[config.mk]
export PLATFORM = sky130hd
export DESIGN_NAME = instr_sequencer
export DESIGN_NICKNAME = d
export VERILOG_FILES = /design/src/rtl/instr_sequencer.sv
export SDC_FILE = /design/constraint.sdc
export NUM_CORES = 1
export LEC_CHECK = 0
export BUFFER_PORTS_ARGS = -buffer_cell sky130_fd_sc_hd__buf_2
export CORE_MARGIN = 2
export CORE_UTILIZATION = 49
export DETAILED_ROUTE_END_ITERATION = 8
export MAX_ROUTING_LAYER = met4
export PLACE_DENSITY = 0.79
export SETUP_SLACK_MARGIN = 0.3
export SLEW_MARGIN = 30
export SYNTH_ARGS = -nofsm -noshare
export SYNTH_HDL_FRONTEND = slang
export SYNTH_SLANG_ARGS = --single-unit
[constraint.sdc]
create_clock -name clk -period 3.3 [get_ports clk]
set_clock_uncertainty 0.1 [all_clocks]
set_input_delay 0 -clock clk [delete_from_list [all_inputs] [get_ports clk]]
set_output_delay 0 -clock clk [all_outputs]
set_load 0.03 [all_outputs]
[src/rtl/instr_sequencer.sv]
// instr_sequencer: IR/SM/flag registers, HALT/resume handling and one-hot instruction decode.
module instr_sequencer #(
  parameter int CNT_W = 16
) (
  input  logic             clk,
  input  logic             rst,
  input  logic [7:0]       bus_in,
  input  logic             ir_ld,
  input  logic             sm_en,
  input  logic             cf_en,
  input  logic             zf_en,
  input  logic             alu_cout,
  input  logic             alu_zero,
  input  logic             resume,
  output logic [7:0]       ir,
  output logic             sm,
  output logic             c,
  output logic             z,
  output logic             mova,
  output logic             movb,
  output logic             movc,
  output logic             add,
  output logic             sub,
  output logic             and1,
  output logic             not1,
  output logic             rsr,
  output logic             rsl,
  output logic             jmp,
  output logic             jz,
  output logic             jc,
  output logic             in1,
  output logic             out1,
  output logic             nop,
  output logic             halt,
  output logic             halted,
  output logic [CNT_W-1:0] instr_cnt
);
  localparam logic [3:0] MOVA = 4'd0, MOVB = 4'd1, MOVC = 4'd2, ADD = 4'd3;
  localparam logic [3:0] SUB = 4'd4, AND1 = 4'd5, NOT1 = 4'd6, RSR = 4'd7;
  localparam logic [3:0] RSL = 4'd8, JMP = 4'd9, JZ = 4'd10, JC = 4'd11;
  localparam logic [3:0] IN1 = 4'd12, OUT1 = 4'd13, NOP = 4'd14, HALT = 4'd15;
  logic [3:0]  op;
  logic [1:0]  rd;
  logic [1:0]  rs;
  logic [3:0]  idx;
  logic [15:0] lines;
  logic        sm_nxt;
  assign op = ir[7:4];
  assign rd = ir[3:2];
  assign rs = ir[1:0];
  always_comb begin
    idx = op == 4'hF ? (rd == 2'b11 ? MOVB : rs == 2'b11 ? MOVC : MOVA) :
          op == 4'h9 ? ADD :
          op == 4'h6 ? SUB :
          op == 4'hB ? AND1 :
          op == 4'h5 ? NOT1 :
          op == 4'h2 ? IN1 :
          op == 4'h4 ? OUT1 :
          op == 4'hA && rs == 2'b00 ? RSR :
          op == 4'hA && rs == 2'b11 ? RSL :
          ir == 8'h30 ? JMP :
          ir == 8'h31 ? JZ :
          ir == 8'h32 ? JC :
          ir == 8'h80 ? HALT : NOP;
    lines = sm ? 16'(1) << idx : 16'd0;
    sm_nxt = halted && resume ? 1'b0 : sm ^ sm_en;
  end
  assign {halt, nop, out1, in1, jc, jz, jmp, rsl, rsr, not1, and1, sub, add, movc, movb, mova} = lines;
  assign halted = halt;
  always_ff @(posedge clk) begin
    if (rst) begin
      ir        <= 8'h00;
      sm        <= 1'b0;
      c         <= 1'b0;
      z         <= 1'b0;
      instr_cnt <= '0;
    end else begin
      if (ir_ld) ir <= bus_in;
      sm <= sm_nxt;
      if (sm && cf_en) c <= alu_cout;
      if (sm && zf_en) z <= alu_zero;
      if (sm && !sm_nxt) instr_cnt <= instr_cnt + CNT_W'(1);
    end
  end
endmodule

# Word level (Yosys, flattened, before mapping)

Cells that the tools add are included.

Word-level logic and storage cells: 47
Output and inout port bits: 44
Flip-flop bits (word level): 27

Add/sub/neg operators: 1
Bitwise logic cells: 1
Shifts and indexed selects: 1
Muxes and demuxes: 17
Equal/unequal tests: 14
Reduce and logical (&&, ||, !) cells: 8

Operators with widths:

| cell                                                               | count |
|---|---|
| 4-bit 2-to-1 mux                                                   | 8 |
| 8-bit by 6-bit == test with 1-bit output, second input constant    | 3 |
| 16-bit by 1-bit adder with 16-bit output, second input constant    | 1 |
| 4-bit == test, second input constant                               | 4 |
| 16-bit 2-to-1 mux                                                  | 1 |
| 1-bit by 4-bit << shifter with 16-bit output, first input constant | 1 |
| 4-bit by 3-bit == test with 1-bit output, second input constant    | 3 |
| 3-bit 2-to-1 mux                                                   | 4 |
| 8-bit == test, second input constant                               | 1 |
| 1-bit logical AND                                                  | 6 |
| 2-bit == test, second input constant                               | 2 |
| 4-bit by 2-bit == test with 1-bit output, second input constant    | 1 |
| 2-bit 2-to-1 mux                                                   | 2 |
| 2-bit logical NOT                                                  | 1 |
| 1-bit 2-to-1 mux                                                   | 2 |
| 1-bit logical NOT                                                  | 1 |
| 1-bit bitwise XOR                                                  | 1 |

# Depth between registers and ports, before layout

Word-level depth: 20
Mapped depth: 10
Gate-level depth less buffers: 7

# Least setup slack after synthesis

Ideal clock, no wire load.

Kind: reg-to-reg
Start: reg ir[5]
End: reg instr_cnt[15]
Setup time: 0.121 ns
Data arrival time: 2.527 ns
Cell stages (with the launch flop): 10
Path slack: 0.553 ns
Cells stage by stage: dfxtp_1 buf_6 a21boi_2 a2bb2oi_1 a221o_1 nor4b_4 nor2_2 buf_6 nor4_1 mux2_2

Longest elaborated chain between the ends: 20

RTL lines:

| item                                           | line | text |
|---|---|---|
| start: declaration                             | 15   | `output logic [7:0] ir,` |
| start signal: assignment                       | 78   | `if (ir_ld) ir <= bus_in;` |
| 8-bit == test                                  | 64   | `ir == 8'h80 ? HALT : NOP;` |
| 1-bit 2-to-1 mux                               | 64   |  |
| 3-bit 2-to-1 mux                               | 63   | `ir == 8'h32 ? JC :` |
| 3-bit 2-to-1 mux                               | 62   | `ir == 8'h31 ? JZ :` |
| 3-bit 2-to-1 mux                               | 61   | `ir == 8'h30 ? JMP :` |
| 3-bit 2-to-1 mux                               | 60   | `op == 4'hA && rs == 2'b11 ? RSL :` |
| 4-bit 2-to-1 mux                               | 59   | `op == 4'hA && rs == 2'b00 ? RSR :` |
| 4-bit 2-to-1 mux                               | 58   | `op == 4'h4 ? OUT1 :` |
| [... 4 more ...]                               | -    |  |
| 4-bit 2-to-1 mux                               | 53   | `op == 4'h9 ? ADD :` |
| 4-bit 2-to-1 mux *                             | 52   | `idx = op == 4'hF ? (rd == 2'b11 ? MOVB : rs == 2'b11 ? MOVC : MOVA) :` |
| 1-bit by 4-bit << shifter with 16-bit output * | 65   | `lines = sm ? 16'(1) << idx : 16'd0;` |
| 16-bit 2-to-1 mux *                            | 65   |  |
| 1-bit logical AND *                            | 66   | `sm_nxt = halted && resume ? 1'b0 : sm ^ sm_en;` |
| 1-bit 2-to-1 mux *                             | 66   |  |
| 1-bit logical NOT *                            | 82   | `if (sm && !sm_nxt) instr_cnt <= instr_cnt + CNT_W'(1);` |
| 1-bit logical AND *                            | 82   |  |
| end signal: assignment                         | 82   |  |
| end: declaration                               | 36   | `output logic [CNT_W-1:0] instr_cnt` |

Every way passes the cells marked *; elsewhere a longest branch is shown, timed or not.
A chain may end at the register's enable or synchronous reset.

# Worst setup path in the final report

Start: reg ir[5]
End: reg instr_cnt[13]

The elaborated chain is that of the path after synthesis.

==> results by group <==
Outcome
  • Status: complete, no violations

Pwr
  • Clk network pwr share: a little over a fifth
  • Leak: roughly 1 nW
  • Final Power: 666 µW
  • NetSw: between 200 and 250 µW
  • Sw Ratio: 31.8%
  • Comb power frac: roughly a quarter
  • Internal Power: ~450 µW
  • Reg power frac: a little over half
  • Worst VDD drop: roughly 0.24 mV
  • PD cells: slightly above 300 mW/mm²

STA
  • Worst-margin pin slew: between 0.7 and 0.8 ns
  • Final hold violation count: 0
  • Fin crit period: around 2.8 ns
  • Max-slew headroom: around 53%
  • Setup TNS: 0 ns
  • RSZ-0062 raised after global routing: false
  • Post-route clock period utilization: 83.7%
  • Max Fclk: between 300 and 400 MHz
  • Slew Viols, Final: 0
  • Setup violations, final: 0

Yosys
  • Library cells used by synthesis: 48
  • Net Count, Synth: 229
  • FF+latch count, synth: 27
  • Synthesized instance count: 211
  • Number of synthesized flops with an enable pin: 0
  • Ys flop type: dfxtp_1
  • Post-synthesis cell area: between 0.0015 and 0.002 mm²
  • Post-synthesis sequential area ratio: 32.5%
  • FFs w/ async S/R, synth: 0%
  • Yosys warns: 0
  • Syn Area/Cell: a little under 8 µm²

Global route
  • Initial antenna violation count: 0
  • Largest net degree at the start of global routing: 30
  • First-pass GRT wire length: 7470 µm
  • Vias in the first global route: between 1500 and 2000
  • GRT Total Usage: between 20% and 30%
  • GRT overflow: 0

Placed design
  • Dpl cells: 306
  • RD Place Congestion: approximately 0.86
  • HPWL after DPL: 2750 µm
  • Placed cell areas: between 0.0015 and 0.002 mm²
  • PortBufs: 60

Routing
  • Drt pass-1 iters: 4
  • Iter 0 DRT Violations: around 120
  • Routed Antenna Nets: 0
  • Post-DR vias/cell: ~5.5
  • DR WL/cell: 13.1 µm
  • Post-route DRC: 0
  • Final wirelength: roughly 4300 µm
  • DR vias: roughly 1800

Clocking
  • H-tree lvl count: 1
  • Worst skew pair latency: between 0.3 and 0.4 ns
  • CTS tree: done
  • Cts bufs inserted: 3
  • Max clock buf depth: 2
  • Clock root buffer: clkbuf_4
  • CTS clk-pin slew, worst paths: ~0.14 ns
  • CTS Sinks: 27
  • Post-CTS setup buffer count: 0

Critical path
  • Worst Setup SP: ir[5]
  • Req. time, crit path: 3.43 ns
  • CP startpoint kind: register
  • Critical Path End: instr_cnt[13]
  • R2r endpoint: instr_cnt[13]
  • Worst Reg2Reg Path Length in Cells: 7
  • R2r setup slk: between 0.5 and 0.6 ns
  • Worst endpoint data arrival time: between 2 and 3 ns
  • Worst Path Max Fanout: 20
  • Crit. End Element: register
  • Setup Crit Path Kind: reg -> reg
  • FF-to-FF Start: ir[5]

Finish
  • Final #Nets: between 300 and 400
  • Post-route cell area: between 0.002 and 0.0025 mm²
  • Share of layout cells above drive strength 1: 27.4%
  • Final cell count without fillers: roughly 330
  • Filler cells: approximately 300
  • Area grow syn2layout: 32.6%
  • N_diodes: 0

Floorplanning
  • DIE AREA: between 0.003 and 0.004 mm²
  • Starting Density: between 50 and 60%
  • # IOs: between 60 and 70
  • Placement Rows: 21
  • Core footprint: 0.00331 mm²
  • Die height: between 60 and 70 µm
  • Die X: between 60 and 70 µm

Run
  • Max Cap Violations: 0

Worst hold path
  • Hold path depth: 3
  • HP Class: in -> reg
cells by family (layout without fill, tap and decap cells):
| logic type | Yosys count | in the layout | synth area share (%) |
|---|---|---|---|
| adders and majority gates | 1 | 1 | 0.752 |
| xor gates and xnor gates | 7 | 7 | 3.68 |
| muxes | 13 | 13 | 8.12 |
| AOI/OAI and AO/OA | 34 | 34 | 14.6 |
| DFF | 27 | 27 | 32.5 |
| and+or+nand+nor | 110 | 110 | 34.7 |
| buffers and inverters | 19 | 93 | 5.64 |
cell usage after synthesis (all sizes together) (4+ instances only):
cell / count / area (µm²)
nor2: 39 / 149
dfxtp: 27 / 541
nand2: 15 / 56.3
nand3: 12 / 60.1
mux2i: 9 / 90.1
a21oi: 8 / 40.0
buf: 8 / 52.6
nor4: 8 / 50.1
inv: 7 / 26.3
nand2b: 5 / 31.3
nor2b: 5 / 31.3
or3: 5 / 31.3
clkbuf: 4 / 15.0
mux2: 4 / 45.0
o21a: 4 / 30.0
o21ai: 4 / 20.0
xor2: 4 / 35.0
per-stage QoR:
| step | utilization, % | setup slack (ns) | hold slack (ns) |
|---|---|---|---|
| floorplan | - | 0.553 | 0.0475 |
| global placement | 59.3 | 0.510 | 0.142 |
| detailed placement | 59.3 | 0.445 | 0.143 |
| CTS | 66.4 | 0.433 | 0.00181 |
| global route | 66.7 | 0.357 | 0.0194 |
| finish | 66.7 | 0.539 | 0.00357 |
registers in the layout, summed over array words and instances, names as in the netlist:
| register | count |
|---|---|
| c | 1 |
| sm | 1 |
| z | 1 |
| instr_cnt | 16 |
| ir | 8 |
power groups by stage:
stage          clock network, mW  registers, mW  logic [mW]
2_1_floorplan                  0          0.374      0.0950
3_5_place_dp                   0          0.365       0.136
3_3_place_gp                   0          0.365       0.135
5_1_grt                    0.159          0.363       0.176
6_report                   0.144          0.359       0.162
4_1_cts                    0.146          0.358       0.158
final cells by class:
type	instances	area (µm²)	area share (%)
Tap cell	46	57.6	2.61
Sequential cell	27	549	24.9
Multi-Input combinational cell	165	1030	46.7
Timing Repair Buffer	82	518	23.5
Clock buffer	4	26.3	1.19
Inverter	7	26.3	1.19
worst max-delay path: stages, from the launching register on:
cell and delay [ns]:
dfxtp_2 0.43, nor2b_1 0.16, a221o_1 0.34, a211o_1 0.34, nor4b_4 0.35, nor2_2 0.23, nor4_1 0.36, mux2_2 0.37
metal layers:
metal,global-route usage [%],routed length (µm),vias up
met3,2.72,242,12
met2,38.0,2080,67
li1,-,-,902
met1,31.3,1910,824
met5,-,0,-
met4,8.89,105,0
layout by cell type (no fill, tap or decap), drive strengths merged, types with 7 or more instances in the layout:
cell and count:
a21oi 8, buf 61, dfxtp 27, dlygate4sd3 21, inv 7, mux2i 9
nand2 15, nand3 12, nor2 39, nor4 8
how the worst min path moves through the flow:
stage | endpoint | slack, ns | start
floorplan | c | 0.05 | alu_cout
global placement | ir[5] | 0.14 | bus_in[5]
detailed placement | ir[5] | 0.14 | bus_in[5]
CTS | ir[1] | 0.002 | ir_ld
global route | ir[1] | 0.02 | ir_ld
finish | ir[1] | 0.004 | ir_ld
repair_timing:
item / CTS / global route
endpoints found under the hold margin: 11 / 0
hold buffers: 21 / 0
endpoints found under the setup margin: 0 / 7
resized for setup: 0 / 6
Note: power is estimated with default switching activity, not from simulation.
